### config.mk
export PLATFORM = sky130hd
export DESIGN_NAME = cam_sccb_config_flat
export DESIGN_NICKNAME = d
export VERILOG_FILES = /design/src/rtl/cam_cfg_pkg.sv /design/src/rtl/cam_sccb_config_if.sv /design/src/rtl/cam_sccb_config.sv /design/src/flat_wrapper.sv
export SDC_FILE = /design/constraint.sdc
export NUM_CORES = 1
export LEC_CHECK = 0
export CAP_MARGIN = 20
export CORE_MARGIN = 1
export CORE_UTILIZATION = 41
export CTS_BUF_LIST = sky130_fd_sc_hd__clkbuf_2 sky130_fd_sc_hd__clkbuf_4 sky130_fd_sc_hd__clkbuf_8
export CTS_CLUSTER_DIAMETER = 150
export DETAILED_ROUTE_END_ITERATION = 8
export GPL_TIMING_DRIVEN = 0
export PLACE_DENSITY_LB_ADDON = 0.08
export SLEW_MARGIN = 10
export SYNTH_ARGS = -nofsm -noshare
export SYNTH_HDL_FRONTEND = slang
export SYNTH_SLANG_ARGS = --single-unit
export TNS_END_PERCENT = 50
### constraint.sdc
create_clock -name clk -period 2.82 [get_ports clk]
set_clock_uncertainty 0.1 [all_clocks]
set_input_delay 0.705 -clock clk [delete_from_list [all_inputs] [get_ports clk]]
set_output_delay 0.705 -clock clk [all_outputs]
set_load 0.01 [all_outputs]
### src/rtl/cam_cfg_pkg.sv
// rtl/cam_cfg_pkg.sv - shared types and constants for the camera SCCB configuration walker
package cam_cfg_pkg;

  typedef enum logic [2:0] {
    IDLE,
    FETCH,
    START,
    BITS,
    STOP,
    GAP,
    DELAY,
    DONE
  } cfg_state_e;

  localparam logic [15:0] CFG_END   = 16'hFFFF;
  localparam logic [15:0] CFG_DELAY = 16'hFFF0;
  localparam int          SCCB_BITS = 27;

  // Three 9-bit phases; the don't-care slot of each phase is left high.
  function automatic logic [SCCB_BITS-1:0] sccb_frame(input logic [7:0]  id,
                                                      input logic [15:0] entry);
    return {id, 1'b1, entry[15:8], 1'b1, entry[7:0], 1'b1};
  endfunction

endpackage

### src/rtl/cam_sccb_config_if.sv
// rtl/cam_sccb_config_if.sv - control, table and SCCB pin bundle of the configuration walker
interface cam_sccb_config_if #(
  parameter int ROM_AW = 8
);

  logic              start;
  logic              busy;
  logic              done;
  logic [ROM_AW-1:0] writes_done;
  logic [ROM_AW-1:0] rom_addr;
  logic [15:0]       rom_data;
  logic              sioc;
  logic              siod_o;
  logic              siod_oe;

  modport master (
    input  start,
    input  rom_data,
    output busy,
    output done,
    output writes_done,
    output rom_addr,
    output sioc,
    output siod_o,
    output siod_oe
  );

  modport slave (
    output start,
    output rom_data,
    input  busy,
    input  done,
    input  writes_done,
    input  rom_addr,
    input  sioc,
    input  siod_o,
    input  siod_oe
  );

endinterface

### src/rtl/cam_sccb_config.sv
// rtl/cam_sccb_config.sv - walks the camera register table and issues one 3-phase SCCB write per entry
module cam_sccb_config
  import cam_cfg_pkg::*;
#(
  parameter int         CLK_DIV      = 125,
  parameter logic [7:0] DEV_ADDR     = 8'h42,
  parameter int         ROM_AW       = 8,
  parameter int         DELAY_CYCLES = 500000,
  parameter int         GAP_QB       = 8
) (
  input  logic              clk,
  input  logic              reset,
  cam_sccb_config_if.master cfg
);

  localparam int DIV_W  = (CLK_DIV > 1) ? $clog2(CLK_DIV) : 1;
  localparam int DLY_W  = (DELAY_CYCLES > 1) ? $clog2(DELAY_CYCLES) : 1;
  localparam int QB_MAX = (GAP_QB > 4) ? GAP_QB : 4;
  localparam int QB_W   = $clog2(QB_MAX);

  cfg_state_e             state_q, state_d;
  logic [DIV_W-1:0]       div_q, div_d;
  logic [QB_W-1:0]        qb_q, qb_d;
  logic [4:0]             bit_q, bit_d;
  logic [3:0]             pos_q, pos_d;
  logic [SCCB_BITS-1:0]   sr_q, sr_d;
  logic                   fetch_q, fetch_d;
  logic [DLY_W-1:0]       dly_q, dly_d;
  logic [ROM_AW-1:0]      addr_q, addr_d;
  logic [ROM_AW-1:0]      wr_q, wr_d;
  logic                   busy_q, busy_d;
  logic                   done_q, done_d;
  logic                   sioc_q, sioc_d;
  logic                   siod_q, siod_d;
  logic                   oe_q, oe_d;

  logic running;
  logic tick;
  logic accept;
  logic frame3_end;
  logic bit_end;
  logic frame_end;
  logic gap_end;
  logic dly_end;
  logic addr_last;

  assign running    = state_q inside {START, BITS, STOP, GAP};
  assign tick       = running && (div_q == DIV_W'(CLK_DIV - 1));
  assign accept     = cfg.start && (state_q inside {IDLE, DONE});
  assign frame3_end = tick && (qb_q == QB_W'(2));
  assign bit_end    = tick && (qb_q == QB_W'(3));
  assign frame_end  = bit_end && (bit_q == 5'(SCCB_BITS - 1));
  assign gap_end    = tick && (qb_q == QB_W'(GAP_QB - 1));
  assign dly_end    = (dly_q == DLY_W'(DELAY_CYCLES - 1));
  assign addr_last  = &addr_q;

  always_ff @(posedge clk) begin
    if (reset) begin
      state_q <= IDLE;
    end else begin
      state_q <= state_d;
    end
  end

  always_comb begin
    state_d = state_q;
    case (state_q)
      IDLE, DONE: if (cfg.start) state_d = FETCH;
      FETCH: begin
        if (fetch_q) begin
          if (cfg.rom_data == CFG_END)        state_d = DONE;
          else if (cfg.rom_data == CFG_DELAY) state_d = DELAY;
          else                                state_d = START;
        end
      end
      START: if (frame3_end) state_d = BITS;
      BITS:  if (frame_end) state_d = STOP;
      // The last table slot is consumed without wrapping back to entry 0.
      STOP:  if (frame3_end) state_d = addr_last ? DONE : GAP;
      GAP:   if (gap_end) state_d = FETCH;
      DELAY: if (dly_end) state_d = addr_last ? DONE : FETCH;
      default: state_d = IDLE;
    endcase
  end

  always_comb begin
    sioc_d = 1'b1;
    siod_d = 1'b1;
    oe_d   = 1'b1;
    busy_d = (state_d != IDLE) && (state_d != DONE);
    done_d = (state_d == DONE);
    case (state_q)
      START: begin
        siod_d = (qb_q == QB_W'(0));
        sioc_d = (qb_q != QB_W'(2));
      end
      BITS: begin
        sioc_d = (qb_q == QB_W'(1)) || (qb_q == QB_W'(2));
        siod_d = sr_q[SCCB_BITS-1];
        oe_d   = (pos_q != 4'd8);
      end
      STOP: begin
        sioc_d = (qb_q != QB_W'(0));
        siod_d = (qb_q == QB_W'(2));
      end
      default: ;
    endcase
  end

  always_comb begin
    div_d   = '0;
    qb_d    = qb_q;
    bit_d   = bit_q;
    pos_d   = pos_q;
    sr_d    = sr_q;
    fetch_d = 1'b0;
    dly_d   = '0;
    addr_d  = addr_q;
    wr_d    = wr_q;

    if (running) div_d = tick ? '0 : div_q + 1'b1;

    if (state_d != state_q) qb_d = '0;
    else if (tick)          qb_d = (state_q == BITS && qb_q == QB_W'(3)) ? '0 : qb_q + 1'b1;

    case (state_q)
      IDLE, DONE: begin
        if (accept) begin
          addr_d = '0;
          wr_d   = '0;
        end
      end
      FETCH: begin
        // Second FETCH cycle holds valid ROM data; the first cycle's load is overwritten.
        fetch_d = ~fetch_q;
        sr_d    = sccb_frame(DEV_ADDR, cfg.rom_data);
        bit_d   = '0;
        pos_d   = '0;
      end
      BITS: begin
        if (bit_end) begin
          sr_d  = {sr_q[SCCB_BITS-2:0], 1'b1};
          bit_d = bit_q + 5'd1;
          pos_d = (pos_q == 4'd8) ? 4'd0 : pos_q + 4'd1;
        end
      end
      STOP: begin
        if (frame3_end) begin
          wr_d = wr_q + 1'b1;
          if (!addr_last) addr_d = addr_q + 1'b1;
        end
      end
      DELAY: begin
        dly_d = dly_q + 1'b1;
        if (dly_end && !addr_last) addr_d = addr_q + 1'b1;
      end
      default: ;
    endcase
  end

  always_ff @(posedge clk) begin
    if (reset) begin
      div_q   <= '0;
      qb_q    <= '0;
      bit_q   <= '0;
      pos_q   <= '0;
      sr_q    <= '1;
      fetch_q <= 1'b0;
      dly_q   <= '0;
      addr_q  <= '0;
      wr_q    <= '0;
      busy_q  <= 1'b0;
      done_q  <= 1'b0;
      sioc_q  <= 1'b1;
      siod_q  <= 1'b1;
      oe_q    <= 1'b1;
    end else begin
      div_q   <= div_d;
      qb_q    <= qb_d;
      bit_q   <= bit_d;
      pos_q   <= pos_d;
      sr_q    <= sr_d;
      fetch_q <= fetch_d;
      dly_q   <= dly_d;
      addr_q  <= addr_d;
      wr_q    <= wr_d;
      busy_q  <= busy_d;
      done_q  <= done_d;
      sioc_q  <= sioc_d;
      siod_q  <= siod_d;
      oe_q    <= oe_d;
    end
  end

  assign cfg.busy        = busy_q;
  assign cfg.done        = done_q;
  assign cfg.writes_done = wr_q;
  assign cfg.rom_addr    = addr_q;
  assign cfg.sioc        = sioc_q;
  assign cfg.siod_o      = siod_q;
  assign cfg.siod_oe     = oe_q;

endmodule

### src/flat_wrapper.sv
// flat-port wrapper written by rule: the top's interface ports become plain ports
module cam_sccb_config_flat import cam_cfg_pkg::*;
#(
  parameter int         CLK_DIV      = 125,
  parameter logic [7:0] DEV_ADDR     = 8'h42,
  parameter int         ROM_AW       = 8,
  parameter int         DELAY_CYCLES = 500000,
  parameter int         GAP_QB       = 8
)
  (clk, reset, cfg_start, cfg_rom_data, cfg_busy, cfg_done, cfg_writes_done, cfg_rom_addr, cfg_sioc, cfg_siod_o, cfg_siod_oe);
  cam_sccb_config_if #(.ROM_AW(ROM_AW)) cfg_i ();
  input  logic clk;
  input  logic reset;
  input wire logic [$bits(cfg_i.start)-1:0] cfg_start;
  input wire logic [$bits(cfg_i.rom_data)-1:0] cfg_rom_data;
  output wire logic [$bits(cfg_i.busy)-1:0] cfg_busy;
  output wire logic [$bits(cfg_i.done)-1:0] cfg_done;
  output wire logic [$bits(cfg_i.writes_done)-1:0] cfg_writes_done;
  output wire logic [$bits(cfg_i.rom_addr)-1:0] cfg_rom_addr;
  output wire logic [$bits(cfg_i.sioc)-1:0] cfg_sioc;
  output wire logic [$bits(cfg_i.siod_o)-1:0] cfg_siod_o;
  output wire logic [$bits(cfg_i.siod_oe)-1:0] cfg_siod_oe;
  assign cfg_i.start = cfg_start;
  assign cfg_i.rom_data = cfg_rom_data;
  assign cfg_busy = cfg_i.busy;
  assign cfg_done = cfg_i.done;
  assign cfg_writes_done = cfg_i.writes_done;
  assign cfg_rom_addr = cfg_i.rom_addr;
  assign cfg_sioc = cfg_i.sioc;
  assign cfg_siod_o = cfg_i.siod_o;
  assign cfg_siod_oe = cfg_i.siod_oe;
  cam_sccb_config #(.CLK_DIV(CLK_DIV), .DEV_ADDR(DEV_ADDR), .ROM_AW(ROM_AW), .DELAY_CYCLES(DELAY_CYCLES), .GAP_QB(GAP_QB)) u_core (.clk(clk), .reset(reset), .cfg(cfg_i));
endmodule
==> metrics list, run 1 <==
- Leading cell types by total area after synthesis: sky130_fd_sc_hd__dfxtp_1, sky130_fd_sc_hd__nor2_1, sky130_fd_sc_hd__nand2_1
* Cell accounting for the most synthesized area: sky130_fd_sc_hd__dfxtp_1
* Kind of critical path: flop to flop
- In the final design database the tool counted ~600 nets.
- Summing every instance area after synthesis gives between 4000 and 5000 sq um.
- STA classifies the critical path startpoint as a flop.
- Number of unique standard cell types used by synthesis: 54
* Largest fanout on the critical path: 10
* Combinational share of power: 18.2%
- For this run, the slowest stage of the critical path takes between 0.6 and 0.7 ns.
- Syn nets: around 570
- For this run, the number of Yosys warnings is 0.
- The wire-length estimate of the detail-placed layout is roughly 7100 microns.
- Final critical-path share of the clock period: around nine tenths
* Detail Route Antenna Nets: 0
* Deepest clock path buffer count: 2
* Count of fill cells added during filler insertion: between 1000 and 1500
- The floorplan step defined a die boundary enclosing ~11000 sq um.
- Per-cell routed wire length: 13.8 microns
- Combined flip-flop and latch cell area: 1780 sq um
- For the worst-skew pair, the clock arrives at the later sink with an insertion delay of 0.36 ns.
* IO Count: 40
* Reg2reg start: u_core.state_q[0]$_SDFF_PP0_
- Max Slew Vio Count: 0
* Signed area change from the synthesized netlist to the final layout: 16.9%
- RSZ-0062 raised after global routing: no
- Worst vdd ir: approximately 0.00025 V
* Overall power after layout: 2.65 mW
* Global route overflow: 0
* Data arrival time of the critical path: roughly 2.7 ns
- Max Clk Rate: between 0.3 and 0.4 GHz
* Final-layout setup total negative slack: 0 ns
- In this run the worst setup path begins at u_core.state_q[0]$_SDFF_PP0_.
- Power Internal: 1.86 mW
* Total number of vias: 3764
- Part of the power in registers: between 50% and 60%
- Launch instance of the worst min-delay path: u_core.div_q[0]$_SDFF_PP0_
- Fraction of layout cells with a size suffix above 1: approximately a tenth
- Count of port buffers added during placement: 39
- Power per cell area: ~520 nW/um^2
* Multi-input gate area in the final layout: about 2400 sq um
- Together, buffers and inverters on the worst path number 3.
* Final Hold Vio Count: 0
- Each instance of the synthesized netlist takes up on average roughly 8 sq um.
- Number of sinks handled by clock tree synthesis: 89
- Die W: between 100 and 150 microns
- Largest net degree at the start of global routing: 17
- Wire length of the first global-routing pass: around 17000 microns
- Iter 0 DRT Violations: about 190
* Post-route worst setup slack: about 0.23 ns
- Setup violations remaining at the end of the flow were counted as 0.
- The number of antenna violations at the first check in global routing came to 0.
- Fraction of synthesized cell area taken by the top area cell type: approximately two fifths
- In this run the tightest slew margin relative to its limit is between 50 and 60%.
* Num rows: 37
* Buffers inserted by post-CTS timing repair: 0
- Max-cap violations: 0
- Count of mapped cells out of synthesis: ~530
- CTS clk-pin slew, worst paths: roughly 0.08 ns
- Result of the run: finished, final reports clean
* Transition at the pin with the smallest max-transition slack: 0.713 ns
- Hold repair after CTS inserted 0 buffers.
* Most instantiated flip-flop cell in the synthesis netlist: sky130_fd_sc_hd__dfxtp_1
- GPL Wtd Cong: approximately 0.84
- In the global route stage, overall resource usage came out at between 10% and 20%.
- Vias in the first global route: 3634
- Number of buffers added by the clock tree synthesis step: 9
- Total of flip-flops plus latches after synthesis: ~90
- After detailed routing, the number of remaining DRC violations is 0.
- Among cell families on the critical path, the largest total delay comes from simple AND/OR/NAND/NOR gates.
* Proportion of power drawn by the clock network: roughly 31%
- The first TritonRoute pass finished after 4 iterations.
- The analysis attributes to cell leakage a power of about 1.9 nW.
* Worst setup slack after placement: -0.0197 ns
* Cell at the root of the clock tree: sky130_fd_sc_hd__clkbuf_8
- After synthesis, the share of flip-flops with an asynchronous set or reset is 0%.
* Setup crit end kind: flop
* Slowest library cell on the worst path: sky130_fd_sc_hd__nor4_4
- P_sw: 0.792 mW
- Post-synth top cells: sky130_fd_sc_hd__nor2_1, sky130_fd_sc_hd__dfxtp_1, sky130_fd_sc_hd__nand2_1
- Most frequently used cell type in the post-synthesis netlist: sky130_fd_sc_hd__nor2_1
- The signal on the critical path passes through buf_4 > nand3b_1 > nor4_4 > or2_2 > buf_2 > buf_2 > a31oi_1 > or2_2.
- Type of the tightest min-delay check: flop to flop
- The synthesized design contains 0 enable-type register cells.
* TritonCTS clock tree: yes
- DRT Wirelength: 9970 microns
- Total of cells resized after clock tree synthesis: 0
- H-tree lvl count: 3
- Chip Height: 105 microns
- Register area share after synthesis: 40.7%
* Critical Path RT: just under 3 ns
- Switching power as a share of total power: 29.9%
- Final period demand of the worst path: between 2 and 3 ns
- Mean number of vias per cell: between 5 and 6
- Core Region: 10300 sq um
- Starting density of the core: about 42%
- Antenna diode count: 0
## worst paths after layout
path                                       end  slack [ns]  cells after the start
setup / recovery  u_core.sr_q[14]$_SDFFE_PP1P_        0.23                      8
hold / removal      u_core.div_q[0]$_SDFF_PP0_        0.37                      1
setup reg to reg  u_core.sr_q[14]$_SDFFE_PP1P_        0.23                      8
hold reg to reg     u_core.div_q[0]$_SDFF_PP0_        0.37                      1
## flip-flops by register name (all words and copies together), names as in the netlist
signal / cells
u_core.cfg.writes_done: 8
u_core.fetch_q: 1
u_core.state_q: 3
u_core.bit_q: 5
u_core.cfg.done: 1
u_core.sr_q: 26
u_core.cfg.rom_addr: 8
u_core.qb_q: 3
u_core.div_q: 7
u_core.pos_q: 4
u_core.cfg.siod_oe: 1
u_core.cfg.busy: 1
u_core.dly_q: 19
u_core.cfg.siod_o: 1
u_core.cfg.sioc: 1
## worst register-to-register path: stages (launching register included)
cell and delay [ns]:
sky130_fd_sc_hd__dfxtp_1 0.32, sky130_fd_sc_hd__buf_4 0.14, sky130_fd_sc_hd__nand3b_1 0.33, sky130_fd_sc_hd__nor4_4 0.63, sky130_fd_sc_hd__or2_2 0.21, sky130_fd_sc_hd__buf_2 0.14
sky130_fd_sc_hd__buf_2 0.23, sky130_fd_sc_hd__a31oi_1 0.11, sky130_fd_sc_hd__or2_2 0.28
## final cells by class
| cell class | instances | area share (%) |
|---|---|---|
| multi-input cells | 404 | 47.5 |
| flip-flops and latches | 89 | 34.8 |
| repair buffers | 39 | 7.62 |
| well taps | 136 | 3.32 |
| clock buffers | 10 | 2.56 |
| plain buffers | 27 | 2.27 |
| clock inverters | 6 | 0.977 |
| inverters | 13 | 0.952 |
## logic make-up (layout without fill, tap and decap cells)
logic type / after synthesis / in the layout / synth area share (%)
AOI/OAI and AO/OA: 69 / 69 / 11.1
xor gates and xnor gates: 38 / 38 / 7.59
adders and majority gates: 13 / 13 / 3.71
buffers and inverters: 40 / 95 / 3.77
DFF: 89 / 89 / 40.7
muxes: 5 / 5 / 1.17
and+or+nand+nor: 279 / 279 / 32.0
## per-stage QoR
stage | area [sq um] | utilization (%) | cells | hold WS (ns)
2_1_floorplan | 4380 | - | 533 | 0.326
3_3_place_gp | 4940 | 47.9 | 708 | 0.342
3_5_place_dp | 4940 | 47.9 | 708 | 0.353
4_1_cts | 5120 | 49.6 | 724 | 0.376
5_1_grt | 5120 | 49.6 | 724 | 0.404
6_report | 5120 | 49.6 | 724 | 0.367
## cells in the final DEF, fill, tap and decap left out, types with 6 or more instances in the layout
cell | netlist | routed
sky130_fd_sc_hd__nor2_1 | 95 | 95
sky130_fd_sc_hd__dfxtp_1 | 89 | 89
sky130_fd_sc_hd__nand2_1 | 57 | 57
sky130_fd_sc_hd__clkdlybuf4s50_1 | 0 | 39
sky130_fd_sc_hd__nand3_1 | 23 | 23
sky130_fd_sc_hd__nor3_1 | 20 | 20
sky130_fd_sc_hd__xor2_1 | 19 | 19
sky130_fd_sc_hd__xnor2_1 | 19 | 19
sky130_fd_sc_hd__a31oi_1 | 18 | 18
sky130_fd_sc_hd__a21oi_1 | 17 | 17
sky130_fd_sc_hd__or2_2 | 16 | 16
sky130_fd_sc_hd__clkbuf_1 | 15 | 15
sky130_fd_sc_hd__inv_1 | 13 | 13
sky130_fd_sc_hd__ha_1 | 13 | 13
sky130_fd_sc_hd__nand4_1 | 11 | 11
sky130_fd_sc_hd__and3_1 | 11 | 11
sky130_fd_sc_hd__buf_2 | 9 | 9
sky130_fd_sc_hd__clkbuf_8 | 0 | 9
sky130_fd_sc_hd__o21ai_0 | 7 | 7
sky130_fd_sc_hd__and4_1 | 6 | 6
sky130_fd_sc_hd__o21bai_1 | 6 | 6
sky130_fd_sc_hd__a211o_1 | 6 | 6
## layer usage
metal  up-vias  global-route usage [%]  share of wire, %
met1      1741                    24.5                49
met5         -                       0                 0
li1       1935                       -                 -
met3        12                    3.53               4.1
met4         0                    6.74               1.3
met2        76                    31.6                45
## power groups by stage
stage	combinational, mW	clock, mW	sequential (mW)
CTS	0.482	0.842	1.36
floorplan	0.339	0	1.38
finish	0.481	0.811	1.36
global placement	0.473	0	1.38
global route	0.536	0.905	1.37
detailed placement	0.479	0	1.39
(Power assumes the default switching activity.)
==> run 2, diff against run 1 <==
--- a/config.mk
+++ b/config.mk
@@ -12,6 +12,7 @@
 export CTS_CLUSTER_DIAMETER = 150
 export DETAILED_ROUTE_END_ITERATION = 8
 export GPL_TIMING_DRIVEN = 0
+export HOLD_SLACK_MARGIN = 0.1
 export PLACE_DENSITY_LB_ADDON = 0.08
 export SLEW_MARGIN = 10
 export SYNTH_ARGS = -nofsm -noshare
==> results of run 2 <==
Same layout as run 1: the final DEF is identical, and so are final timing and power.
==> run 3, diff against run 2 <==
--- a/config.mk
+++ b/config.mk
@@ -13,7 +13,6 @@
 export DETAILED_ROUTE_END_ITERATION = 8
 export GPL_TIMING_DRIVEN = 0
 export HOLD_SLACK_MARGIN = 0.1
-export PLACE_DENSITY_LB_ADDON = 0.08
 export SLEW_MARGIN = 10
 export SYNTH_ARGS = -nofsm -noshare
 export SYNTH_HDL_FRONTEND = slang
==> constraint.sdc (replaced) <==
create_clock -name clk -period 2.6 [get_ports clk]
set_clock_uncertainty 0.1 [all_clocks]
set_input_delay 0.65 -clock clk [delete_from_list [all_inputs] [get_ports clk]]
set_output_delay 0.65 -clock clk [all_outputs]
set_load 0.01 [all_outputs]
==> run 3 against run 2 <==
Net effect:
- fmax up 5.0%
- sequential cell count did not move
- die area is the same
- combinational power up 10%
==> metrics list, run 3 (synthesized netlist as in run 1, its figures left out) <==
* Result of the run: finished, final reports clean
- Die W: 105 microns (unchanged)
* Critical Path RT: 2.74 ns (-0.22 ns)
* Num rows: 37 (unchanged)
- Iter 0 DRT Violations: 269 (+45%)
* Number of buffers inserted for hold repair after clock tree synthesis: 0 (unchanged)
- The fraction of layout cells with a size suffix above 1 was 10.2% (+0.65 points).
- Ranked by flip-flop count, first place goes to u_core.sr_q.
- The switching part of the total was 28.3% (-1.6 points).
- Number of flip-flops in the largest register: 26 (unchanged)
- Total number of vias: 3872 (+2.9%)
* Setup crit end kind: flop
- Tracing the worst setup path back leads to its startpoint at u_core.state_q[0]$_SDFF_PP0_.
* Largest fanout on the critical path: 9 (-1)
* Antenna violations before repair: 0 (unchanged)
- Transition at the pin with the smallest max-transition slack: 0.721 ns (+0.00812 ns)
- The clock sink count came to 89 (unchanged).
- Worst setup slack for register-to-register paths: 0.13 ns (-0.10 ns)
* Cell count after placement: 708 (unchanged)
- Max-cap violations: 0 (unchanged)
- Count of unresolved DRC violations after routing: 0 (unchanged)
- Deepest clock path buffer count: 2 (unchanged)
* IO Count: 40 (unchanged)
- The root buffer cell chosen for the clock tree is sky130_fd_sc_hd__clkbuf_8.
- The sequential share of power is 49.1% (-2.1 points).
* Largest net degree at the start of global routing: 16 (-1)
- Mean number of vias per cell: 5.33 (+2.6%)
- The leakage power summed over all cells is 1.93 nW (+1.8%).
- Worst-Skew Late Latency: 0.35 ns (about the same)
* Power Internal: 2.15 mW (+16%)
- The average routed wire per standard cell was 14.0 microns (+1.4%).
- Registers with the most flip-flops: u_core.sr_q: 26 flops, u_core.dly_q: 19 flops
- The number of hold violations in the final report was 0 (unchanged).
- Terminus of the critical flop-to-flop path: u_core.qb_q[2]$_SDFFE_PP0P_
- Compared with the post-synthesis result, the final layout area differs by 18.2%.
* Vias in the first global route: 3819 (+5.1%)
* Worst vdd ir: 0.000276 V (+12%)
* H-tree lvl count: 3 (unchanged)
- The worst setup path is of the flop to flop kind.
- The all-layer global routing usage came to 19.2% (+0.25 points).
* Design Area, Final: 5180 sq um (+1.1%)
- The critical path ends at u_core.qb_q[2]$_SDFFE_PP0P_.
- Type of the tightest min-delay check: flop to flop
* Launch instance of the worst min-delay path: u_core.dly_q[0]$_SDFF_PP0_
- Hpwl dp: 7240 microns (+2.1%)
- The share of power burned in combinational logic is 17.7% (-0.5 points).
* Count of port buffers added during placement: 39 (unchanged)
- RSZ-0062 raised after global routing: no
- The number of inserted filler cells in the final layout is 1033 (+0.49%).
* TritonCTS clock tree: yes
- The diode insertion count for antenna repair is 0 (unchanged).
- Data arrival time of the critical path: 2.61 ns (-0.12 ns)
- The remaining global-route overflow is 0 (unchanged).
- Power per cell area: 579 nW/um^2 (+12%)
- DRT Wirelength: 10100 microns (+1.7%)
- Detail Route Antenna Nets: 0 (unchanged)
- The die span in y came to 105 microns (unchanged).
* Max Clk Rate: 0.405 GHz (+5.0%)
- Core Region: 10300 sq um (unchanged)
- The count of placed standard cells in the final layout, fillers left out was 726 (+0.28%).
* Logic depth of the worst register-to-register path: 8 (unchanged)
* Proportion of power drawn by the clock network: 33.2% (+2.6 points)
- The net count reported at finish came to 617 (+0.33%).
* Wire length of the first global-routing pass: 17400 microns (+2.6%)
* Worst relative slew slack: 51.6% (-0.47 points)
- Startpoint types: flop
- The library cell used most frequently in the layout, excluding fill and tap cells, is sky130_fd_sc_hd__nor2_1.
- The number of optimization iterations in the first detailed-route pass was 5 (+1).
- The number of buffers created by CTS came to 9 (unchanged).
- The placed standard-cell area is 4940 sq um (unchanged).
- Final critical-path share of the clock period: 94.9% (+3.0 points)
- Floorplan die area: 11100 sq um (unchanged)
- The initial core utilization is 42.5% (unchanged).
* CTS clk-pin slew, worst paths: 0.09 ns (about the same)
- Final period demand of the worst path: 2.47 ns (-0.124 ns)
- The final count of negative-setup-slack endpoints is 0 (unchanged).
- GPL Wtd Cong: 0.815 (-3.5%)
* P_sw: 0.847 mW (+6.9%)
* Reg2reg start: u_core.state_q[0]$_SDFF_PP0_
* Most used cells in the layout excluding fill and tap cells: sky130_fd_sc_hd__nor2_1, sky130_fd_sc_hd__dfxtp_1, sky130_fd_sc_hd__nand2_1
* Max Slew Vio Count: 0 (unchanged)
run 3: cell types whose count changed in the layout (fill, tap and decap cells not counted), sizes merged:
| cell | previous run | this run |
|---|---|---|
| buf | 12 | 14 |
| clkinvlp | 2 | 1 |
| bufinv | 0 | 1 |
| clkbuf | 25 | 26 |
| clkinv | 2 | 3 |
| inv | 15 | 13 |
run 3: worst min-delay path by stage:
stage                                         endpoint  slack [ns]  cells past startpoint
final                       u_core.dly_q[0]$_SDFF_PP0_        0.36                      1
after global routing      u_core.sr_q[22]$_SDFFE_PP1P_        0.40                      1
after CTS                   u_core.dly_q[0]$_SDFF_PP0_        0.37                      1
after detailed placement    u_core.dly_q[0]$_SDFF_PP0_        0.35                      1
after global placement      u_core.div_q[0]$_SDFF_PP0_        0.34                      1
after floorplan             u_core.dly_q[0]$_SDFF_PP0_        0.33                      1
run 3: final cells by class:
cell class	instances	area (sq um)	share of cell area [%]
Buffer	27	118	2.27
Tap cell	136	170	3.28
Inverter	13	48.8	0.942
Sequential cell	89	1780	34.4
Timing Repair Buffer	41	405	7.82
Multi-Input combinational cell	404	2440	47.1
Clock buffer	11	151	2.92
Clock inverter	5	63.8	1.23
run 3: power groups by stage:
stage	logic, mW	clock network, mW	registers [mW]
2_1_floorplan	0.367	0	1.50
3_3_place_gp	0.513	0	1.50
3_5_place_dp	0.522	0	1.50
4_1_cts	0.529	1.03	1.47
5_1_grt	0.595	1.09	1.48
6_report	0.531	0.995	1.47
run 3: metrics by stage:
stage / setup TNS [ns] / power [mW] / hold slack [ns] / util (%) / worst slack, ns
finish: 0 / 3.00 / 0.364 / 50.2 / 0.133
global route: 0 / 3.17 / 0.401 / 50.2 / 0.00820
CTS: 0 / 3.04 / 0.371 / 50.2 / 0.153
detailed placement: -1.79 / 2.03 / 0.349 / 47.9 / -0.234
global placement: -1.31 / 2.02 / 0.341 / 47.9 / -0.134
floorplan: 0 / 1.86 / 0.326 / - / 0.378
run 3: per-layer routing:
layer  part of all wire, %  routed length, microns  GRT usage, %  up-vias
met5                     0                       0             0        -
met4                   1.3                     131          5.33        0
met3                   5.8                     584          3.96       17
met2                    45                    4580          32.0      109
met1                    48                    4850          25.1     1805
li1                      -                       -             -     1941
run 3: critical path, cell delays in order (launching register included):
cell and delay [ns]:
sky130_fd_sc_hd__dfxtp_1 0.31, sky130_fd_sc_hd__buf_4 0.13, sky130_fd_sc_hd__or3b_1 0.33, sky130_fd_sc_hd__buf_2 0.19, sky130_fd_sc_hd__or4_4 0.57, sky130_fd_sc_hd__o21ai_2 0.22
sky130_fd_sc_hd__nor4_2 0.12, sky130_fd_sc_hd__o221ai_2 0.29, sky130_fd_sc_hd__nor3_2 0.09
run 3: timing repair:
action | CTS | global route
pin swaps | 1 | 0
endpoints found under the setup margin | 16 | 2
setup buffers | 2 | 0
gates resized for setup | 1 | 2
